[src/rtl/rcservo_pkg.sv]
// Shared definitions for the RC-servo frame generator: register addresses,
// pulse-width type and the width clamp helper.
package rcservo_pkg;

  typedef logic [15:0] width_t;

  localparam logic [4:0] A_STEP   = 5'h1B;
  localparam logic [4:0] A_PERIOD = 5'h1C;
  localparam logic [4:0] A_MASK   = 5'h1D;
  localparam logic [4:0] A_STATUS = 5'h1E;
  localparam logic [4:0] A_CTRL   = 5'h1F;

  function automatic width_t clamp_pw(input logic [15:0] v, input width_t lo, input width_t hi);
    if (v < lo) return lo;
    if (v > hi) return hi;
    return v;
  endfunction

endpackage

[src/rtl/rcservo_channel.sv]
// One servo channel: double-buffered pulse width (shadow/active), optional
// per-frame ramp toward the shadow (RCSERVO_RAMP_EN) and the registered output.
module rcservo_channel
  import rcservo_pkg::*;
#(
  parameter int MIN_PW = 500,
  parameter int MAX_PW = 2500
) (
  input  logic   i_clk,
  input  logic   i_rst_n,
  input  logic   i_wr,
  input  width_t i_wdata,
  input  logic   i_frame_start,
  input  logic   i_en,
  input  width_t i_fcnt,
`ifdef RCSERVO_RAMP_EN
  input  width_t i_step,
`endif
  output width_t o_shadow,
  output logic   o_p
);

  localparam width_t RST_PW = width_t'((MIN_PW + MAX_PW) / 2);

  width_t r_shadow;
  width_t r_active;
  width_t w_next;
  logic   r_p;

  always_comb begin
    w_next = r_shadow;
`ifdef RCSERVO_RAMP_EN
    // Step 0 means no slew limit.
    if (i_step != '0) begin
      if ((r_shadow > r_active) && ((r_shadow - r_active) > i_step))
        w_next = r_active + i_step;
      else if ((r_active > r_shadow) && ((r_active - r_shadow) > i_step))
        w_next = r_active - i_step;
    end
`endif
  end

  always_ff @(posedge i_clk or negedge i_rst_n) begin
    if (!i_rst_n) begin
      r_shadow <= RST_PW;
      r_active <= RST_PW;
      r_p      <= 1'b0;
    end else begin
      if (i_wr) r_shadow <= i_wdata;
      // A write on the load edge lands in the shadow only; active sees the old value.
      if (i_frame_start) r_active <= w_next;
      r_p <= i_en && (i_fcnt < r_active);
    end
  end

  assign o_shadow = r_shadow;
  assign o_p      = r_p;

endmodule

[src/rtl/rcservo_frame_gen.sv]
// Multi-channel RC-servo pulse generator on the 5-bit address / 16-bit data bus.
// Define RCSERVO_RAMP_EN to enable the per-frame ramp step register (0x1B).
module rcservo_frame_gen
  import rcservo_pkg::*;
#(
  parameter int NUM_SERVO  = 10,
  parameter int PRESCALE   = 50,
  parameter int MIN_PW     = 500,
  parameter int MAX_PW     = 2500,
  parameter int DEF_PERIOD = 20000
) (
  input  logic                 Clk,
  input  logic                 nReset,
  input  logic [4:0]           Addr,
  input  logic [15:0]          DataWr,
  output logic [15:0]          DataRd,
  input  logic                 En,
  input  logic                 Wr,
  output logic [NUM_SERVO-1:0] P
);

  localparam int     PRE_W        = (PRESCALE > 1) ? $clog2(PRESCALE) : 1;
  localparam int     MASK_WR_BITS = (NUM_SERVO < 16) ? NUM_SERVO : 16;
  localparam width_t MIN_PERIOD   = width_t'(MAX_PW + 1);

  logic [PRE_W-1:0]     r_pre;
  width_t               r_fcnt;
  width_t               r_period;
  width_t               r_act_period;
  logic [NUM_SERVO-1:0] r_mask;
  logic                 r_gen;
  logic                 r_status;
`ifdef RCSERVO_RAMP_EN
  width_t               r_step;
`endif

  logic   w_wr;
  logic   w_gen_rise;
  logic   w_tick;
  logic   w_wrap;
  logic   w_frame_start;
  width_t w_wdata_pw;
  width_t w_shadow [NUM_SERVO];
  logic [15:0] w_mask16;

  assign w_wr          = En & Wr;
  assign w_gen_rise    = w_wr && (Addr == A_CTRL) && DataWr[0] && !r_gen;
  assign w_tick        = r_gen && (r_pre == PRE_W'(PRESCALE - 1));
  assign w_wrap        = w_tick && (r_fcnt >= r_act_period - 16'd1);
  assign w_frame_start = w_gen_rise | w_wrap;
  assign w_wdata_pw    = clamp_pw(DataWr, width_t'(MIN_PW), width_t'(MAX_PW));

  always_ff @(posedge Clk or negedge nReset) begin
    if (!nReset) begin
      r_pre  <= '0;
      r_fcnt <= '0;
    end else if (!r_gen) begin
      // Held at zero while disabled, so enabling always starts a fresh frame.
      r_pre  <= '0;
      r_fcnt <= '0;
    end else if (w_tick) begin
      r_pre  <= '0;
      r_fcnt <= w_wrap ? '0 : r_fcnt + 16'd1;
    end else begin
      r_pre <= r_pre + PRE_W'(1);
    end
  end

  always_ff @(posedge Clk or negedge nReset) begin
    if (!nReset) begin
      r_period     <= width_t'(DEF_PERIOD);
      r_act_period <= width_t'(DEF_PERIOD);
      r_mask       <= '1;
      r_gen        <= 1'b0;
      r_status     <= 1'b0;
`ifdef RCSERVO_RAMP_EN
      r_step       <= '0;
`endif
    end else begin
      if (w_frame_start) begin
        r_act_period <= r_period;
        r_status     <= ~r_status;
      end
      if (w_wr) begin
        case (Addr)
          A_PERIOD: r_period <= (DataWr < MIN_PERIOD) ? MIN_PERIOD : DataWr;
          // Only the low 16 channels are reachable through the 16-bit bus.
          A_MASK:   for (int i = 0; i < MASK_WR_BITS; i++) r_mask[i] <= DataWr[i];
          A_CTRL:   r_gen <= DataWr[0];
`ifdef RCSERVO_RAMP_EN
          A_STEP:   r_step <= DataWr;
`endif
          default: ;
        endcase
      end
    end
  end

  always_comb begin
    w_mask16 = '0;
    for (int i = 0; i < MASK_WR_BITS; i++) w_mask16[i] = r_mask[i];
  end

  always_comb begin
    DataRd = '0;
    for (int i = 0; i < NUM_SERVO; i++)
      if (Addr == 5'(i)) DataRd = w_shadow[i];
    case (Addr)
      A_PERIOD: DataRd = r_period;
      A_MASK:   DataRd = w_mask16;
      A_STATUS: DataRd = {15'h0, r_status};
      A_CTRL:   DataRd = {15'h0, r_gen};
`ifdef RCSERVO_RAMP_EN
      A_STEP:   DataRd = r_step;
`endif
      default: ;
    endcase
  end

  for (genvar g = 0; g < NUM_SERVO; g++) begin : g_ch
    rcservo_channel #(
      .MIN_PW(MIN_PW),
      .MAX_PW(MAX_PW)
    ) u_ch (
      .i_clk         (Clk),
      .i_rst_n       (nReset),
      .i_wr          (w_wr && (Addr == 5'(g))),
      .i_wdata       (w_wdata_pw),
      .i_frame_start (w_frame_start),
      .i_en          (r_gen & r_mask[g]),
      .i_fcnt        (r_fcnt),
`ifdef RCSERVO_RAMP_EN
      .i_step        (r_step),
`endif
      .o_shadow      (w_shadow[g]),
      .o_p           (P[g])
    );
  end

endmodule
[config.mk]
export PLATFORM = sky130hd
export DESIGN_NAME = rcservo_frame_gen
export DESIGN_NICKNAME = d
export VERILOG_FILES = /design/src/rtl/rcservo_pkg.sv /design/src/rtl/rcservo_channel.sv /design/src/rtl/rcservo_frame_gen.sv
export SDC_FILE = /design/constraint.sdc
export NUM_CORES = 1
export LEC_CHECK = 0
export BUFFER_PORTS_ARGS = -buffer_cell sky130_fd_sc_hd__buf_2
export CORE_UTILIZATION = 35
export DETAILED_ROUTE_END_ITERATION = 8
export PLACE_DENSITY_LB_ADDON = 0.15
export SYNTH_ARGS = -nofsm -noshare
export SYNTH_HDL_FRONTEND = slang
export SYNTH_SLANG_ARGS = --single-unit
[constraint.sdc]
create_clock -name Clk -period 3.9 [get_ports Clk]
set_input_delay 0.39 -clock Clk [delete_from_list [all_inputs] [get_ports Clk]]
set_output_delay 0.39 -clock Clk [all_outputs]
set_load 0.05 [all_outputs]
==> metrics.yaml <==
place:
  dpl_worst_slack_ns: 0.09426
  finalWeightedCongestion: 0.8747
  port_buffers: 50
  place_hpwl_um: 47210
yosys:
  syn_area_um2: 21090
  ys_warn_count: 0
  synth_seq_cells: 396
  synth_nets: 2109
  synth.largest_area_cell: "dfrtp_1"
  synth_sequential_area_ratio: 0.4794
  synth_top_area_frac: 0.2801
  ys_types: 63
  avgSynthCellArea_um2: 11.02
  synthArstFlopShare: 1.000
  synth.top_cells.by_area: "dfrtp_1 (28%), dfstp_2 (20%), ha_1 (10%)"
  synth-edff-count: 0
  synth-main-ff-cell: "dfrtp_1"
  syn_inst: 1914
sta:
  maxSlewHeadroom: 0.2847
  setup_viol: 0
  finalWorstSetupSlack_ns: 0.1827
  finalHoldViolCount: 0
  max_freq_ghz: 0.2690
  fin_skew_ns: 0.01922
  rsz0062_at_grt: "true"
  final.setup.tns_ns: 0
  worst_pin_slew_ns: 1.073
  hold_ws_ns: 0.04447
  slew_violations: 0
  finalCritPeriodShare: 0.9532
  fin_crit_ns: 3.717
cells_and_area:
  nFillCells: 5684
  syn_to_final_growth_pct: 15.53
  nets: 2213
  fin_util: 0.4112
  layout-drive-gt1-share: 0.2838
worst_setup_path:
  cp_max_fo: 6
  crit_type: "reg2reg"
  slowest_delay_ns: 0.46
  crit_path_start: "r_act_period[0]"
  end_kind: "flop"
  cp_common_cell: "ha_1"
  r2r-start: "r_act_period[0]"
  worstPathCellList: "inv_2, ha_1, nand3b_1, or3_4, nor4_4, xnor2_1, ha_1, nand2_1, nor3_2, or4b_1, a21o_1, a31o_4, clkbuf_4, buf_4, mux2_4"
  slowest_stage: "or4b_1"
  crit_required_ns: 4.37
  worstPathArrival_ns: 4.19
  reg2regPathDepth: 15
  worst_setup_path_start_kind: "flop"
worst_hold_path:
  min_path_type: "in2reg"
  min_from: "DataWr[10]"
  holdPathStages: 3
run_status:
  status: "finished, final reports clean"
power:
  clockPowerShare: 0.479
  p_int_mw: 7.368
  power.density_nw_per_um2: 401.2
  switchingPower_mw: 2.406
  pwr-share-comb: 0.054
  seqPwrFrac: 0.466
  leakage_nw: 11.27
  peakVddDrop_mv: 0.2924
  switching_share: 0.2461
clock_network:
  cts_sinks: 396
  cts_buffers: 48
  clock_path_buffers: 3
  clkTransAtPathRegs_ns: 0.06
  cts_max_level: 2
  cts_tree: "done"
  clkLatencyLatePin_ns: 0.60
  ctsRootBufferMaster: "clkbuf_16"
global_route:
  use_met3: 0.02887
  grt_antenna_before_repair: 2
  grt_use_met2: 0.3522
  busiest_layer: "met2"
  grt-ovfl-total: 0
  grt_pass1_wl_um: 101000
  grt_max_degree: 102
  grt_pass1_vias: 15110
  grt_util_all_layers: 0.2262
  met1_usage: 0.3178
route:
  routed-via-count: 15020
  viasPerCell: 5.304
  wire_per_inst_um: 24.11
  route.detailed.drc: 0
  ant_nets: 0
  initialDrtViolationCount: 1031
  wirelength_um: 68280
  first_pass_iters: 8
floorplanning:
  die_y_um: 247.5
  rows: 89
  dieArea_um2: 61230
  start_util: 0.3559
  core-area_um2: 59240
  chipWidth_um: 247.5
  ioPinCount: 51
job:
  drv_cap: 0
metal layers:
metal,wire [um],vias to the layer above
met5,13,-
met1,32070,7574
met2,30770,357
met3,2865,113
met4,2556,2
li1,-,6976
flip-flops by register name (all words and copies together) (netlist names):
register and cells:
g_ch.u_ch.o_p 10, g_ch.u_ch.r_active 160, r_status 1, r_gen 1, r_mask 10, r_period 16
r_act_period 16, g_ch.u_ch.o_shadow 160, r_pre 6, r_fcnt 16
critical path, delay by kind of cell, from the launching register on:
kind / cells / cell delay, ns
and+or+nand+nor: 6 / 1.36
AOI/OAI and AO/OA: 2 / 0.53
buffers and inverters: 3 / 0.47
adders and majority gates: 2 / 0.44
DFF: 1 / 0.41
muxes: 1 / 0.30
xor gates and xnor gates: 1 / 0.10
worst paths after layout:
path                                            endpoint  slack (ns)
worst max-delay path                    r_act_period[13]        0.18
worst min-delay path                        r_period[10]        0.04
worst max register to register          r_act_period[13]        0.18
worst min register to register                  r_status        0.48
max in group asynchronous       g_ch[4].u_ch.o_shadow[3]        2.39
min in group asynchronous                       r_pre[5]        0.37
logic make-up (layout without fill, tap and decap cells):
group	Yosys count	in the layout	synth area share
DFF	396	396	0.4794
xor gates and xnor gates	19	19	0.007892
and+or+nand+nor	478	478	0.1101
other	0	1	0
adders and majority gates	170	170	0.1009
buffers and inverters	250	394	0.05204
muxes	190	190	0.1250
AOI/OAI and AO/OA	411	411	0.1247
timing repair:
item                                    CTS  global route
endpoints found under the setup margin    0           166
hold endpoints to repair                 53             0
buffers inserted                          0             4
hold buffers                              5             0
gates resized for setup                   0            11
cells in the final DEF (no fill, tap or decap), drive strengths merged, types with 18 or more instances in the layout:
master and count:
a21o 38, a21oi 49, a221oi 27, a22o 18, a22oi 21, and2 48
buf 133, clkbuf 76, dfrtp 236, dfstp 160, ha 170, inv 165
mux2 186, nand2 217, nand2b 21, nand3 34, nand4 31, nor2 52
nor3 21, o21ai 177
cell type report:
class                           count  area, um^2  share of cell area
Clock inverter                     16       221.5            0.009090
Multi-Input combinational cell   1268        9962              0.4089
Tap cell                          773       967.2             0.03970
Timing Repair Buffer              140        1064             0.04365
Antenna cell                        1       2.502           0.0001027
Inverter                          164       615.6             0.02527
Clock buffer                       74        1420             0.05829
Sequential cell                   396       10110              0.4150
power by group through the flow:
stage | Sequential [mW] | Combinational, mW | Clock [mW]
after global placement | 4.62 | 0.517 | 0
after global routing | 4.58 | 0.598 | 4.96
after detailed placement | 4.62 | 0.534 | 0
final | 4.56 | 0.530 | 4.69
after floorplan | 4.53 | 0.280 | 0
after CTS | 4.56 | 0.539 | 4.81
cells in the mapped netlist, types with 8 or more instances:
master,count
a211oi_1,8
a21o_1,38
a21oi_1,49
a221oi_1,27
a22o_1,18
a22oi_1,21
a31oi_1,8
and2_1,48
and4b_1,8
buf_4,10
buf_6,15
clkbuf_1,53
dfrtp_1,236
dfstp_2,160
ha_1,170
inv_1,163
mux2_2,56
mux2_4,130
nand2_1,217
nand2b_1,21
nand3_1,34
nand4_1,31
nor2_1,52
nor2b_1,12
nor3_1,20
nor4_1,9
o211ai_1,14
o21a_1,9
o21ai_0,176
o221ai_1,8
xnor2_1,14
metrics by stage:
| stage | std cells | power, mW | cell area, um^2 |
|---|---|---|---|
| floorplan | 1914 | 4.807 | 21090 |
| global placement | 2731 | 5.135 | 22560 |
| finish | 2832 | 9.774 | 24360 |
| CTS | 2826 | 9.906 | 24250 |
| global route | 2831 | 10.13 | 24360 |
| detailed placement | 2731 | 5.156 | 22560 |
(Power assumes the default switching activity.)
